### src/rtl/mem_arb_pkg.sv
// Shared types and constants for the two-port memory arbiter.
package mem_arb_pkg;

  typedef enum logic {
    OWN_IF = 1'b0,
    OWN_LS = 1'b1
  } owner_e;

  typedef enum logic {
    PRI_LS = 1'b0,
    PRI_IF = 1'b1
  } pri_e;

  localparam int RD_LATENCY_MIN = 1;
  localparam int RD_LATENCY_MAX = 4;

endpackage

### src/rtl/mem_arb_resp_pipe.sv
// Read-response tracker: shifts each read's owner tag along so it emerges
// exactly RD_LATENCY cycles after the grant, lined up with mem_rdata.
module mem_arb_resp_pipe
  import mem_arb_pkg::*;
#(
  parameter int RD_LATENCY = 1
) (
  input  logic   clk,
  input  logic   reset_n,
  input  logic   push,
  input  owner_e push_tag,
  output logic   pop_valid,
  output owner_e pop_tag
);

  if (RD_LATENCY < RD_LATENCY_MIN || RD_LATENCY > RD_LATENCY_MAX) begin : g_bad_latency
    $error("mem_arb_resp_pipe: RD_LATENCY out of range 1..4");
  end

  logic [RD_LATENCY-1:0] valid_q;
  owner_e                tag_q [RD_LATENCY];

  always_ff @(posedge clk or negedge reset_n) begin
    if (!reset_n) begin
      valid_q <= '0;
      for (int i = 0; i < RD_LATENCY; i++) tag_q[i] <= OWN_IF;
    end else begin
      valid_q[0] <= push;
      tag_q[0]   <= push_tag;
      for (int i = 1; i < RD_LATENCY; i++) begin
        valid_q[i] <= valid_q[i-1];
        tag_q[i]   <= tag_q[i-1];
      end
    end
  end

  assign pop_valid = valid_q[RD_LATENCY-1];
  assign pop_tag   = tag_q[RD_LATENCY-1];

endmodule

### src/rtl/mem_arbiter.sv
// Alternating-priority arbiter sharing one memory port between fetch and load/store.
// Optional grant/conflict counters are built when MEM_ARB_STATS_EN is defined.
module mem_arbiter
  import mem_arb_pkg::*;
#(
  parameter int ADDR_W     = 32,
  parameter int DATA_W     = 32,
  parameter int RD_LATENCY = 1
) (
  input  logic                clk,
  input  logic                reset_n,
  input  logic                if_req,
  input  logic [ADDR_W-1:0]   if_addr,
  output logic                if_gnt,
  output logic                if_rvalid,
  output logic [DATA_W-1:0]   if_rdata,
  input  logic                ls_req,
  input  logic                ls_we,
  input  logic [ADDR_W-1:0]   ls_addr,
  input  logic [DATA_W-1:0]   ls_wdata,
  input  logic [DATA_W/8-1:0] ls_wmask,
  output logic                ls_gnt,
  output logic                ls_rvalid,
  output logic [DATA_W-1:0]   ls_rdata,
  output logic [ADDR_W-1:0]   mem_addr,
  output logic                mem_we,
  output logic [DATA_W-1:0]   mem_wdata,
  output logic [DATA_W/8-1:0] mem_wmask,
  input  logic [DATA_W-1:0]   mem_rdata
`ifdef MEM_ARB_STATS_EN
  ,
  output logic [31:0]         stat_if_grants,
  output logic [31:0]         stat_ls_grants,
  output logic [31:0]         stat_conflicts
`endif
);

  pri_e              state_q, state_d;
  logic [ADDR_W-1:0] last_addr_q;
  logic              rd_push;
  owner_e            rd_tag;
  logic              resp_valid;
  owner_e            resp_tag;

  always_ff @(posedge clk or negedge reset_n) begin
    if (!reset_n) state_q <= PRI_LS;
    else          state_q <= state_d;
  end

  // Grants are gated by reset_n so every output reads 0 while reset is held.
  always_comb begin
    if_gnt  = 1'b0;
    ls_gnt  = 1'b0;
    state_d = state_q;
    if (reset_n) begin
      if (if_req && ls_req) begin
        if (state_q == PRI_IF) if_gnt = 1'b1;
        else                   ls_gnt = 1'b1;
      end else begin
        if_gnt = if_req;
        ls_gnt = ls_req;
      end
    end
    if (if_gnt)      state_d = PRI_LS;
    else if (ls_gnt) state_d = PRI_IF;
  end

  always_comb begin
    mem_addr  = last_addr_q;
    mem_we    = 1'b0;
    mem_wdata = '0;
    mem_wmask = '0;
    if (if_gnt) begin
      mem_addr = if_addr;
    end else if (ls_gnt) begin
      mem_addr  = ls_addr;
      mem_we    = ls_we;
      mem_wdata = ls_wdata;
      mem_wmask = ls_wmask;
    end
  end

  always_ff @(posedge clk or negedge reset_n) begin
    if (!reset_n)              last_addr_q <= '0;
    else if (if_gnt || ls_gnt) last_addr_q <= mem_addr;
  end

  assign rd_push = if_gnt || (ls_gnt && !ls_we);
  assign rd_tag  = if_gnt ? OWN_IF : OWN_LS;

  mem_arb_resp_pipe #(
    .RD_LATENCY(RD_LATENCY)
  ) u_resp_pipe (
    .clk      (clk),
    .reset_n  (reset_n),
    .push     (rd_push),
    .push_tag (rd_tag),
    .pop_valid(resp_valid),
    .pop_tag  (resp_tag)
  );

  assign if_rvalid = resp_valid && (resp_tag == OWN_IF);
  assign ls_rvalid = resp_valid && (resp_tag == OWN_LS);
  assign if_rdata  = if_rvalid ? mem_rdata : '0;
  assign ls_rdata  = ls_rvalid ? mem_rdata : '0;

`ifdef MEM_ARB_STATS_EN
  // Saturating counters; they stick at all-ones rather than wrapping.
  always_ff @(posedge clk or negedge reset_n) begin
    if (!reset_n) begin
      stat_if_grants <= '0;
      stat_ls_grants <= '0;
      stat_conflicts <= '0;
    end else begin
      if (if_gnt && stat_if_grants != 32'hFFFF_FFFF)
        stat_if_grants <= stat_if_grants + 32'd1;
      if (ls_gnt && stat_ls_grants != 32'hFFFF_FFFF)
        stat_ls_grants <= stat_ls_grants + 32'd1;
      if (if_req && ls_req && stat_conflicts != 32'hFFFF_FFFF)
        stat_conflicts <= stat_conflicts + 32'd1;
    end
  end
`endif

endmodule

### config.mk
export PLATFORM = sky130hd
export DESIGN_NAME = mem_arbiter
export DESIGN_NICKNAME = d
export VERILOG_FILES = /design/src/rtl/mem_arb_pkg.sv /design/src/rtl/mem_arb_resp_pipe.sv /design/src/rtl/mem_arbiter.sv
export SDC_FILE = /design/constraint.sdc
export NUM_CORES = 1
export LEC_CHECK = 0
export CORE_AREA = 5 5 104 106
export CTS_CLUSTER_DIAMETER = 80
export DETAILED_ROUTE_END_ITERATION = 12
export DIE_AREA = 0 0 109 111
export PLACE_DENSITY = 0.73
export SYNTH_ARGS = -nofsm -noshare
export SYNTH_HDL_FRONTEND = slang
export SYNTH_HIERARCHICAL = 1
export SYNTH_SLANG_ARGS = --single-unit
### constraint.sdc
create_clock -name clk -period 2.2 [get_ports clk]
set_input_delay 0.44 -clock clk [delete_from_list [all_inputs] [get_ports clk]]
set_output_delay 0.44 -clock clk [all_outputs]
set_load 0.02 [all_outputs]
==> impl_summary.md, run 1 <==
Synth
During synthesis, Yosys emitted a total of 6 warnings. The register area share after synthesis is approximately 34%. The largest total area in the synthesized netlist belongs to dfrtp_1. The mean cell area of the mapped netlist is 9.48 µm².

The post-synthesis net count is 411. The number of unique standard cell types used by synthesis is 18. The number of instances in the synthesized netlist is 274.

The synthesized netlist occupies a cell area of 2600 µm². Synthesis inferred 35 register bits. Yosys attributes the largest share of cell area to dfrtp_1, a221o_1, and2_1. The share of the synthesized area in the top cell type is roughly a third.

Setup path
Measured in cells, the most critical reg-to-reg path has a length of 6. The start point of the critical path is mem_rdata[14]. The highest fanout seen on the critical path is 2. The worst setup path category is in2out. The worst setup path is launched from a primary input. In this run the critical register-to-register path is launched from state_q$_DFFE_PN0P_.

The endpoint identified for the worst register-to-register timing path is last_addr_q[15]$_DFFE_PN0P_. The worst setup slack for register-to-register paths is between 0.7 and 0.8 ns. For the worst setup path, the data arrival time is 1.72 ns. The endpoint class of the critical path is an output port. For the worst setup path, the data required time is between 1.5 and 2 ns.

The capture point of the critical path is ls_rdata[14].

Clock tree
The hold buffer count at CTS is 0. The tree is rooted in a clkbuf_8. No sink is reached through more buffers than the 2 on the longest clock path. TritonCTS built the clock tree. Clock-pin slew was measured on the worst setup and hold paths at 0.07 ns. Buffers inserted during clock tree synthesis total 5.

The clock latency on the worst-skew pair is between 0.2 and 0.3 ns. In this run the number of H-tree levels came out at 2. Clock tree synthesis found a total of 35 sinks.

GRT
The first-pass GRT wire length is 18800 µm. The number of antenna violations at the first check in global routing is 3. The via count of the first global-routing pass is 3372. The overflow left after global routing is 0. Entering global routing, the biggest net connects 40 pins.

For this run, the total global-route usage over all layers was measured as 19.8%.

Detailed routing
The detailed-routing iteration count for the pre-antenna-repair pass is 4. The DRC violations left is 0. The wire length after detailed routing is 13100 µm. In the final routed layout, each cell accounts on average for 19.0 µm.

For this block, the initial DRC count from the detailed router was ~140. The via total after detailed routing is 3344. Once detail routing completed, the nets flagged for antenna violations numbered 0.

The detail-routed via count per cell is 4.86.

STA
The minimum period implied by the final worst setup slack is 2.16 ns. Setup repair after global routing left no endpoint under its margin. Setup violations remaining at the end of the flow were counted as 0. In this run the tightest slew margin relative to its limit is 72.6%. Of the available clock period, the critical path in the final layout requires 98.2%. Clock skew on the completed layout was measured at between 0.005 and 0.006 ns. At the pin with the least slew margin, the transition time is 0.410 ns. The number of hold-slack violations in the final timing report came to 0.

The timing-limited maximum frequency is 463 MHz. The max-slew violation total from the final report was 0. The worst setup slack after layout is 0.0391 ns.

Pwr
The static leakage is approximately 2.6 nW. The worst-case IR drop observed on VDD is 288 µV. Power spread over the standard cell area amounts to about 450 nW/µm².

Final layout
The fraction of layout cells with a size suffix above 1 is 20.3%. The growth of design area from synthesis to finish is 108%. The layout has 902 filler cells.

The number of cells in the finished layout apart from fillers is 688. After the last flow step, the layout net total stands at 688. The sequential standard cell area is about 880 µm². The area occupied by multi-input gates is 1550 µm².

Placed design
The total of buffers placed on input and output ports is 273. The half-perimeter wire length of the detailed placement result is 10500 µm. The minimum setup slack after placement is -0.599 ns. The number of instances in the placed design is between 600 and 700.

The congestion estimate from routability-driven global placement came to 0.829.

Floorplan
The core area is 9680 µm². The count of boundary I/O pins is 274. The starting density of the core is 26.8%. The floorplan step defined a die boundary enclosing 12100 µm².

The initialized floorplan defines 36 standard-cell rows. From bottom edge to top edge, the die measures roughly 110 µm. The die boundary width is 109 µm.

Job
Across the run, the number of max-cap violations was 0.

Worst hold path
The tightest min-delay check is of the in2async type.

Outcome
The run finished with clean final reports.
==> state kept, by name, summed over array words and instances, names as in the netlist <==
| name | count |
|---|---|
| last_addr_q | 32 |
| state_q | 1 |
| u_resp_pipe/pop_valid | 1 |
| u_resp_pipe/pop_tag | 1 |
==> metal layers <==
layer | track usage, % | up-vias | wire length, µm
met1 | 19.8 | 1565 | 4550
met5 | 0 | - | 0
met2 | 37.1 | 174 | 6840
met3 | 6.41 | 20 | 1300
li1 | - | 1585 | -
met4 | 7.49 | 0 | 399
==> per-stage QoR <==
| stage | utilization (%) | cell area, µm² | TNS, ns | hold slack, ns | power (mW) |
|---|---|---|---|---|---|
| after CTS | 58.4 | 5650 | 0 | 0.179 | 2.51 |
| final | 55.8 | 5410 | 0 | 0.194 | 2.45 |
| after global placement | 57.0 | 5520 | -36.92 | 0.480 | 2.07 |
| after global routing | 55.8 | 5410 | 0 | 0.183 | 2.60 |
| after detailed placement | 57.0 | 5520 | -38.68 | 0.479 | 2.09 |
| after floorplan | - | 2600 | 0 | 0.144 | 1.38 |
==> Yosys cell counts <==
library cell,instances
nor2b_1,1
nand2_1,2
clkbuf_2,2
buf_4,1
buf_2,8
o21ai_0,1
and2_1,102
clkbuf_1,13
dfrtp_1,35
a21oi_1,1
and3_1,32
a21oi_2,1
buf_6,6
inv_2,2
o21ai_2,1
a221o_1,64
a21o_4,1
nand2_2,1
==> placed cells by master (no fill, tap or decap), drive strengths merged <==
master         instances
a21oi                  2
dlygate4sd2           34
a21o                   1
nor2b                  1
diode                  3
clkdlybuf4s50        165
nand2                  3
inv                    2
and2                 102
buf                   79
and3                  32
clkinv                 1
dfrtp                 35
a221o                 64
clkbuf                27
o21ai                  2
clkdlybuf4s15          2
==> area by class of cell <==
cell class | count | area share, %
inverters | 2 | 0.185
well taps | 133 | 3.08
clock inverters | 1 | 0.0926
multi-input cells | 207 | 28.7
flip-flops and latches | 35 | 16.2
diodes | 3 | 0.139
clock buffers | 7 | 1.41
repair buffers | 300 | 50.2
==> worst min-delay path by stage <==
stage,startpoint,end,cells after the start
after floorplan,reset_n,last_addr_q[0]$_DFFE_PN0P_,0
after global placement,reset_n,state_q$_DFFE_PN0P_,2
after detailed placement,reset_n,state_q$_DFFE_PN0P_,2
after CTS,reset_n,state_q$_DFFE_PN0P_,2
after global routing,reset_n,state_q$_DFFE_PN0P_,2
final,reset_n,u_resp_pipe/pop_tag$_DFF_PN0_,2
==> timing repair <==
action	in CTS	in global routing
setup endpoints to repair	103	86
pin swaps	0	3
setup buffers	4	1
cloned	1	2
gates resized for setup	230	72
==> critical path, stage by stage <==
cell,delay (ns)
clkdlybuf4s50_1,0.47
and3_1,0.19
clkdlybuf4s50_1,0.61
==> power breakdown <==
group	switching (mW)	total (mW)	internal [mW]
clock network	0.223	0.445	0.222
registers	0.0225	0.764	0.741
logic	0.590	1.24	0.650
total	0.836	2.45	1.61
==> logic make-up (layout without fill, tap and decap cells) <==
| group | Yosys count | in the layout | synth area share (%) |
|---|---|---|---|
| flops | 35 | 35 | 33.7 |
| simple gates | 138 | 138 | 33.0 |
| buf+inv | 32 | 310 | 6.98 |
| other cells | 0 | 3 | 0 |
| compound gates | 69 | 69 | 26.3 |
(Power assumes the default switching activity.)
==> inputs of run 2 (changes only) <==
GPL_ROUTABILITY_DRIVEN = 0   (was default)
==> results of run 2 <==
No change in the layout: final DEF, timing and power equal those of run 1.
